==> src/rtl/booth_mult_seq_ctrl.sv <==
// booth_mult_seq_ctrl
//
// Sequential radix-4 Modified Booth multiplier. One shared carry-lookahead adder,
// DATA_WIDTH+2 bits wide, does all of the arithmetic. It first forms -M, then
// accumulates one partial product per Booth digit of Q, two bits per cycle.
//
// Ports:
//   i_clk, i_rst_n   clock (rising edge), asynchronous active-low reset
//   i_valid/o_ready  operand handshake. o_ready is high only while idle.
//   i_multiplicand   signed multiplicand M
//   i_multiplier     signed multiplier Q
//   o_valid/i_ready  product handshake. The product is held while i_ready is low.
//   o_product        signed 2*DATA_WIDTH-bit product M*Q. Zero when not valid.
//   o_busy           high while -M is being formed or digits are being accumulated
//
// DATA_WIDTH must be even and at least 4.

module booth_mult_seq_ctrl #(
  parameter int unsigned DATA_WIDTH = 32
) (
  input  logic                      i_clk,
  input  logic                      i_rst_n,
  input  logic                      i_valid,
  output logic                      o_ready,
  input  logic [DATA_WIDTH-1:0]     i_multiplicand,
  input  logic [DATA_WIDTH-1:0]     i_multiplier,
  output logic                      o_valid,
  input  logic                      i_ready,
  output logic [2*DATA_WIDTH-1:0]   o_product,
  output logic                      o_busy
);

  // Two guard bits hold the range of the accumulator, including +/-2M.
  localparam int unsigned AccW      = DATA_WIDTH + 2;
  localparam int unsigned NumDigits = DATA_WIDTH / 2;
  localparam int unsigned CntW      = $clog2(NumDigits);
  // The adder is built from 2-bit lookahead groups. AccW is always even.
  localparam int unsigned NumGroups = AccW / 2;

  localparam logic [1:0] StIdle = 2'd0;
  localparam logic [1:0] StNeg  = 2'd1;
  localparam logic [1:0] StCalc = 2'd2;
  localparam logic [1:0] StDone = 2'd3;

  localparam logic [CntW-1:0] LastCnt = CntW'(NumDigits - 1);

  logic [1:0]            state_q, state_d;
  logic [AccW-1:0]       m_ext_q, m_ext_d;
  logic [AccW-1:0]       neg_m_q, neg_m_d;
  logic [AccW-1:0]       a_q, a_d;
  logic [DATA_WIDTH-1:0] q_q, q_d;
  logic                  qm1_q, qm1_d;
  logic [CntW-1:0]       cnt_q, cnt_d;

  logic [AccW-1:0]       add_a;
  logic [AccW-1:0]       add_b;
  logic [AccW-1:0]       add_sum;
  logic [2:0]            digit;

  // ---------------------------------------------------------------------------
  // Shared adder: carry lookahead across 2-bit groups. The carry-in is always
  // zero because -M is formed as ~M + 1 with the 1 on operand two. The carry
  // out of the top group is not needed, so it is not built.
  // ---------------------------------------------------------------------------
  logic [NumGroups-1:0] grp_c;

  assign grp_c[0] = 1'b0;

  for (genvar k = 0; k < NumGroups; k++) begin : g_cla
    logic g0, p0, p1, c_mid;

    assign g0    = add_a[2*k] & add_b[2*k];
    assign p0    = add_a[2*k] ^ add_b[2*k];
    assign p1    = add_a[2*k+1] ^ add_b[2*k+1];
    assign c_mid = g0 | (p0 & grp_c[k]);

    assign add_sum[2*k]   = p0 ^ grp_c[k];
    assign add_sum[2*k+1] = p1 ^ c_mid;

    if (k < NumGroups - 1) begin : g_carry
      logic g1;
      assign g1         = add_a[2*k+1] & add_b[2*k+1];
      assign grp_c[k+1] = g1 | (p1 & g0) | (p1 & p0 & grp_c[k]);
    end
  end

  // ---------------------------------------------------------------------------
  // Adder operand selection
  // ---------------------------------------------------------------------------
  assign digit = {q_q[1:0], qm1_q};

  always_comb begin
    add_a = a_q;
    add_b = '0;
    if (state_q == StNeg) begin
      add_a = ~m_ext_q;
      add_b = {{(AccW-1){1'b0}}, 1'b1};
    end else begin
      case (digit)
        3'b001, 3'b010: add_b = m_ext_q;
        3'b011:         add_b = {m_ext_q[AccW-2:0], 1'b0};
        3'b100:         add_b = {neg_m_q[AccW-2:0], 1'b0};
        3'b101, 3'b110: add_b = neg_m_q;
        default:        add_b = '0;
      endcase
    end
  end

  // ---------------------------------------------------------------------------
  // Next-state logic
  // ---------------------------------------------------------------------------
  always_comb begin
    state_d = state_q;
    m_ext_d = m_ext_q;
    neg_m_d = neg_m_q;
    a_d     = a_q;
    q_d     = q_q;
    qm1_d   = qm1_q;
    cnt_d   = cnt_q;

    unique case (state_q)
      StIdle: begin
        if (i_valid) begin
          m_ext_d = {{2{i_multiplicand[DATA_WIDTH-1]}}, i_multiplicand};
          q_d     = i_multiplier;
          qm1_d   = 1'b0;
          a_d     = '0;
          cnt_d   = '0;
          state_d = StNeg;
        end
      end

      StNeg: begin
        neg_m_d = add_sum;
        state_d = StCalc;
      end

      StCalc: begin
        // {A, Q, q_m1} <= {sum, Q, q_m1} >>> 2
        a_d   = {{2{add_sum[AccW-1]}}, add_sum[AccW-1:2]};
        q_d   = {add_sum[1:0], q_q[DATA_WIDTH-1:2]};
        qm1_d = q_q[1];
        cnt_d = cnt_q + CntW'(1);
        if (cnt_q == LastCnt) begin
          state_d = StDone;
        end
      end

      StDone: begin
        if (i_ready) begin
          state_d = StIdle;
        end
      end

      default: state_d = StIdle;
    endcase
  end

  // ---------------------------------------------------------------------------
  // State registers
  // ---------------------------------------------------------------------------
  always_ff @(posedge i_clk or negedge i_rst_n) begin
    if (!i_rst_n) begin
      state_q <= StIdle;
      m_ext_q <= '0;
      neg_m_q <= '0;
      a_q     <= '0;
      q_q     <= '0;
      qm1_q   <= 1'b0;
      cnt_q   <= '0;
    end else begin
      state_q <= state_d;
      m_ext_q <= m_ext_d;
      neg_m_q <= neg_m_d;
      a_q     <= a_d;
      q_q     <= q_d;
      qm1_q   <= qm1_d;
      cnt_q   <= cnt_d;
    end
  end

  // ---------------------------------------------------------------------------
  // Outputs
  // ---------------------------------------------------------------------------
  always_comb begin
    o_ready   = (state_q == StIdle);
    o_valid   = (state_q == StDone);
    o_busy    = (state_q == StNeg) || (state_q == StCalc);
    o_product = '0;
    if (state_q == StDone) begin
      // The low DATA_WIDTH bits of A are the upper half of the exact product.
      o_product = {a_q[DATA_WIDTH-1:0], q_q};
    end
  end

endmodule

==> config.mk <==
export PLATFORM = sky130hd
export DESIGN_NAME = booth_mult_seq_ctrl
export DESIGN_NICKNAME = d
export VERILOG_FILES = /design/src/rtl/booth_mult_seq_ctrl.sv
export SDC_FILE = /design/constraint.sdc
export NUM_CORES = 1
export LEC_CHECK = 0
export CAP_MARGIN = 5
export CORE_MARGIN = 10
export CORE_UTILIZATION = 50
export DETAILED_ROUTE_END_ITERATION = 8
export PLACE_DENSITY = 0.73
export SYNTH_ARGS = -nofsm -noshare
export SYNTH_HDL_FRONTEND = slang
export SYNTH_SLANG_ARGS = --single-unit
==> constraint.sdc <==
create_clock -name i_clk -period 6.3 [get_ports i_clk]
set_clock_uncertainty 0.05 [all_clocks]
set_input_delay 1.575 -clock i_clk [delete_from_list [all_inputs] [get_ports i_clk]]
set_output_delay 1.575 -clock i_clk [all_outputs]
set_load 0.005 [all_outputs]
======== After elaboration in Yosys (flattened, before gate mapping) ========
Index checks and enable logic that the tools add are counted.
storage, ports and cells
  bits in registers ....................... 139
  logic and storage cells ................. 255
operators by class
  $add $sub $neg .......................... 1
  equality and inequality tests ........... 13
  mux-type cells .......................... 16
  bitwise logic cells ..................... 210
  reduce and logical (&&, ||, !) cells .... 8
operators with widths
  cell                   count
  $pmux W34 S4           1
  $mux W34               3
  $and A1 B1 Y1          95
  $pmux W34 S2           1
  $xor A1 B1 Y1          67
  $mux W64               1
  $pmux W32 S2           1
  $or A1 B1 Y1           47
  $not A34 Y34           1
  $mux W32               1
  $eq A3 B3 Y1 const B   3
  $pmux W2 S4            1
  $pmux W4 S2            1
  $eq A3 B2 Y1 const B   2
  $mux W2                3
  $add A4 B1 Y4 const B  1
  $eq A2 B2 Y1 const B   2
  $eq A4 B4 Y1 const B   1
  $mux W4                1
  $ne A2 B2 Y1 const B   2
  $reduce_and A2 Y1      2
  $reduce_or A2 Y1       2
  $eq A3 B1 Y1 const B   1
  $reduce_and A3 Y1      1
  other kinds (7)        7

======== Logic depth before layout (Yosys ltp) ========
  depth in word-level cells ............... 41
  gate-level depth with buffers ........... 19

======== Worst setup path after synthesis ========
OpenSTA, ideal clock, no wires.
  path type ............................... register to register
  from .................................... reg state_q[1]
  to ...................................... reg neg_m_q[24]
  setup time .............................. 125 ps
  arrival ................................. 4,075 ps
  slack ................................... 2,050 ps
  cell stages (with the launch flop) ...... 18
  clock period less this slack ............ 4,250 ps
  path through ............................ dfrtp_1 -> inv_1 -> ha_1 -> buf_2 -> buf_1 -> mux2i_1 -> ha_1 -> inv_1 -> fa_1 -> nand2b_1 -> a21o_1 -> a31oi_2 -> nor3_2 -> o31ai_2 -> nand3_1 -> a32oi_1 -> fa_1 -> mux2_2
on the way
  cells in the longest elaborated chain, start to end .. 28
  elaborated cells between the ends (all ways) .. 109
  classes of those cells .................. eq/ne: 1; mux: 2; bitwise: 106
ends and longest elaborated chain
  element                                                line    source
  from (decl)                                            47      logic [1:0] state_q, state_d;
  from (signal assigned)                                 164     state_q <= StIdle;
  from (signal assigned)                                 172     state_q <= state_d;
  $eq A2 B1 Y1 (*)                                       95      if (state_q == StNeg) begin
  $mux W34                                               95
  $xor A1 B1 Y1 / $and A1 B1 Y1 (equally long branches)  74, 72
  $and A1 B1 Y1                                          83      assign grp_c[k+1] = g1 | (p1 & g0) | (p1 & p0 & grp_c[k]);
  $or A1 B1 Y1                                           83
  $and A1 B1 Y1                                          83
  $or A1 B1 Y1                                           83
  $and A1 B1 Y1                                          83
  [13 not listed]                                        n/a
  $and A1 B1 Y1                                          83
  $or A1 B1 Y1                                           83
  $and A1 B1 Y1                                          83
  $or A1 B1 Y1                                           83
  $and A1 B1 Y1                                          83
  $or A1 B1 Y1                                           83
  $xor A1 B1 Y1 (*)                                      77      assign add_sum[2*k] = p0 ^ grp_c[k];
  named net add_sum[24]                                  57      logic [AccW-1:0] add_sum;
  to (signal assigned)                                   174     neg_m_q <= neg_m_d;
  to (decl)                                              49      logic [AccW-1:0] neg_m_q, neg_m_d;
The timed path passes the listed nets; every way through them passes the cells marked *.
A chain may end at the register's enable or synchronous reset.

======== Final worst setup path ========
  from .................................... reg q_q[1]
  to ...................................... reg a_q[32]
on the way
  cells in the longest elaborated chain, start to end .. 41
  elaborated cells between the ends (all ways) .. 157
  classes of those cells .................. eq/ne: 6; mux: 3; bitwise: 146; reduce/logical: 2
ends and longest elaborated chain
  element                                                line    source
  from (decl)                                            51      logic [DATA_WIDTH-1:0] q_q, q_d;
  from (signal assigned)                                 176     q_q <= q_d;
  $eq A3 B3 Y1, or another cell as far along             99      case (digit)
  $reduce_or A2 Y1                                       99
  $pmux W34 S4 (*)                                       99
  $mux W34 (*)                                           95
  $xor A1 B1 Y1 / $and A1 B1 Y1 (equally long branches)  74, 72
  $and A1 B1 Y1                                          83
  $or A1 B1 Y1                                           83
  $and A1 B1 Y1                                          83
  [25 not listed]                                        n/a
  $and A1 B1 Y1                                          83
  $or A1 B1 Y1                                           83
  $and A1 B1 Y1                                          83
  $or A1 B1 Y1                                           83
  $and A1 B1 Y1                                          75      assign c_mid = g0 | (p0 & grp_c[k]);
  $or A1 B1 Y1                                           75
  $xor A1 B1 Y1 (*)                                      78      assign add_sum[2*k+1] = p1 ^ c_mid;
  $pmux W34 S2 (*)                                       121     unique case (state_q)
  to (signal assigned)                                   167     a_q <= '0;
  to (signal assigned)                                   175     a_q <= a_d;
  to (decl)                                              50      logic [AccW-1:0] a_q, a_d;
Mark *: on every way between the ends. The rest lies on a longest branch, timed or not.

==> flow_summary.toml <==
[synthesis]
syn_inst = 943
synth_top_area_share_pct = 37.7
async_flop_share_pct = 100
synth-main-ff-cell = "dfrtp_1"
synth-edff-count = 0
ys_seq_elements = 137
yosys_warnings = 0
avgSynthCellArea_um2 = 9.64
synth.area.top_cells = "dfrtp_1, mux2i_1, mux2_2, ha_1, and2_1"
yosysTopAreaCell = "dfrtp_1"
syn_nets = 1064
ys_seq_area_share_pct = 37.7
synth_cell_type_count = 47
synthesis.area_mm2 = 0.00909

[cells_and_area]
synthToLayoutAreaGrowth_pct = 22.7
antennaDiodeCount = 0
num-fill-cells = 1521
drive_gt1_share_pct = 10.8
fin_nets = 1160
layout_commonest_cell = "dfrtp_1"
final_cell_mix = "dfrtp_1, clkdlybuf4s50_1, mux2i_1, nand2_1, a21oi_1"

[detailed_routing]
ant_nets = 0
viasPerCell = 5.69
first_pass_iters = 5
top_layer = "met4"
num_vias = 7285
wl_met1_mm = 10.9
drt-initial-drc-count = 590
wl_mm = 23.4
wl_met3_mm = 1.14
detail_route.wl_per_cell_um = 18.3
drc = 0
dr_wl_met2_mm = 11.1

[setup_path]
cp-end-kind = "flop"
worstPathMaxFanout = 32
cp-start-kind = "flop"
reg2regPathDepth = 16
crit_required_ns = 6.55
startpoint = "q_q[1]"
r2r_end = "a_q[32]"
cp.arrival_ns = 5.34
critPathKind = "reg2reg"
regToRegSetupSlack_ns = 1.22
rr_startpoint = "q_q[1]"

[timing]
setup_violations = 0
tns_ns = 0
final_hold_viol_count = 0
worst_pin_slew_ns = 1.06
slew_headroom_pct = 29.4
fin_crit_sh_pct = 80.7
slew_viol_final = 0
post-route-min-period_ns = 5.08
rsz0062_at_grt = "false"
hold_slack_ns = 0.448
fmax_mhz = 197

[pwr]
ir_drop_mv = 0.383
p_leak_nw = 4.73
power_density_mw_per_mm2 = 568

[clock_network]
numClockSinks = 137
worst_skew_pair.late_latency_ns = 0.42
cts_root_buffer = "clkbuf_16"
holdBufCountCts = 0
cts_resized = 0
htree_levels = 4
cts_buffers = 17
clock_path_buffers = 2
path_clk_slew_ns = 0.06
cts_tree = "done"
post-cts-setup-buffers = 0

[status]
status = "finished clean"

[floorplan]
ios = 135
core_mm2 = 0.0179
fp.dieW_um = 155
dieHeight_um = 155
die-area_mm2 = 0.0240
num_rows = 49
initial_core_util_pct = 50.8

[global_routing]
grt_pass1_vias = 7226
grt_antenna_before_repair = 0
grt_max_degree = 86
gr-total-overflow = 0
grt_pass1_wl_mm = 38.6
track_usage_pct = 19.6

[run]
drv_cap = 0

[min_path]
hold_end = "q_q[17]"
hp-class = "reg2reg"
min_path_cells = 2
min-delay-start = "q_q[17]"

[placement]
dpl.hpwl_mm = 16.2
gp_congestion = 0.881
io_buffer_count = 134
-- worst max path at each step --
stage | depth (start not counted) | end
2_1_floorplan | 17 | neg_m_q[24]
3_3_place_gp | 16 | a_q[32]
3_5_place_dp | 16 | a_q[32]
4_1_cts | 16 | a_q[32]
5_1_grt | 16 | a_q[32]
6_report | 16 | a_q[32]
-- critical path, cell delays in order, from the launching register on --
cell and delay [ns]:
dfrtp_1 0.71, buf_4 0.42, and2_1 0.61, a221oi_1 0.16, nor2_1 0.22, ha_1 0.28
o21a_1 0.19, o211ai_1 0.18, a31oi_2 0.07, nor3_2 0.33, nor3_1 0.12, nor4_1 0.36
o21ai_1 0.18, fa_1 0.48, xnor2_1 0.24, xnor2_1 0.11, a22o_1 0.23
-- area by class of cell --
| class | count | area [µm²] | share of cell area, % |
|---|---|---|---|
| Clock buffer | 22 | 484 | 4.34 |
| Clock inverter | 9 | 114 | 1.02 |
| Inverter | 44 | 165 | 1.48 |
| Multi-Input combinational cell | 693 | 5230 | 46.9 |
| Sequential cell | 137 | 3430 | 30.8 |
| Tap cell | 229 | 287 | 2.57 |
| Timing Repair Buffer | 146 | 1430 | 12.9 |
-- per-stage QoR --
stage	std cells	util, %	power [mW]	setup slack [ns]	cell area [µm²]
floorplan	943	-	4.29	2.05	9090
global placement	1249	58.9	5.22	1.37	10600
detailed placement	1249	58.9	5.29	1.33	10600
CTS	1280	62.3	6.35	1.24	11100
global route	1280	62.3	6.87	0.858	11100
finish	1280	62.3	6.33	1.22	11100
-- cells in the mapped netlist (2+ instances only) --
master / instances
buf_2: 12
clkbuf_1: 39
inv_1: 44
xnor2_1: 18
a21o_1: 7
nor3_1: 4
nor2_1: 61
o21a_1: 2
nor3_2: 2
a311oi_1: 8
dfrtp_1: 137
nand3_1: 10
a31oi_1: 2
mux4_2: 3
nor2b_1: 2
a22o_1: 20
o21ai_0: 60
o211ai_1: 2
ha_1: 36
or3_1: 2
nand2_1: 80
mux2i_1: 102
nand2b_1: 3
mux2_2: 54
buf_4: 2
a21oi_1: 71
a221oi_1: 17
and2_1: 66
o21ai_1: 2
a211oi_1: 26
fa_1: 17
and3_1: 3
buf_1: 15
-- logic make-up after synthesis --
group | after synthesis | synth area share, %
and+or+nand+nor | 237 | 12.3
AOI/OAI and AO/OA | 225 | 15.7
muxes | 159 | 18.7
DFF | 137 | 37.7
buffers and inverters | 113 | 5.00
adders and majority gates | 53 | 8.70
xor gates and xnor gates | 19 | 1.83
-- power breakdown --
group | leakage [nW] | internal (mW) | switching [mW] | total (mW)
clock network | 0.285 | 0.625 | 0.393 | 1.02
registers | 1.69 | 1.29 | 0.486 | 1.78
logic | 2.75 | 1.61 | 1.93 | 3.54
total | 4.73 | 3.53 | 2.81 | 6.33
-- layer usage --
metal	vias up	track usage (%)
met5	-	0
met1	3567	26.9
li1	3527	-
met2	178	30.7
met4	0	5.49
met3	13	4.08
-- registers in the layout, indices dropped and copies added (netlist names) --
name,flops
a_q,32
m_ext_q,32
state_q,2
cnt_q,4
q_q,32
qm1_q,1
neg_m_q,34
No activity file was read; power rests on OpenSTA's default activity.
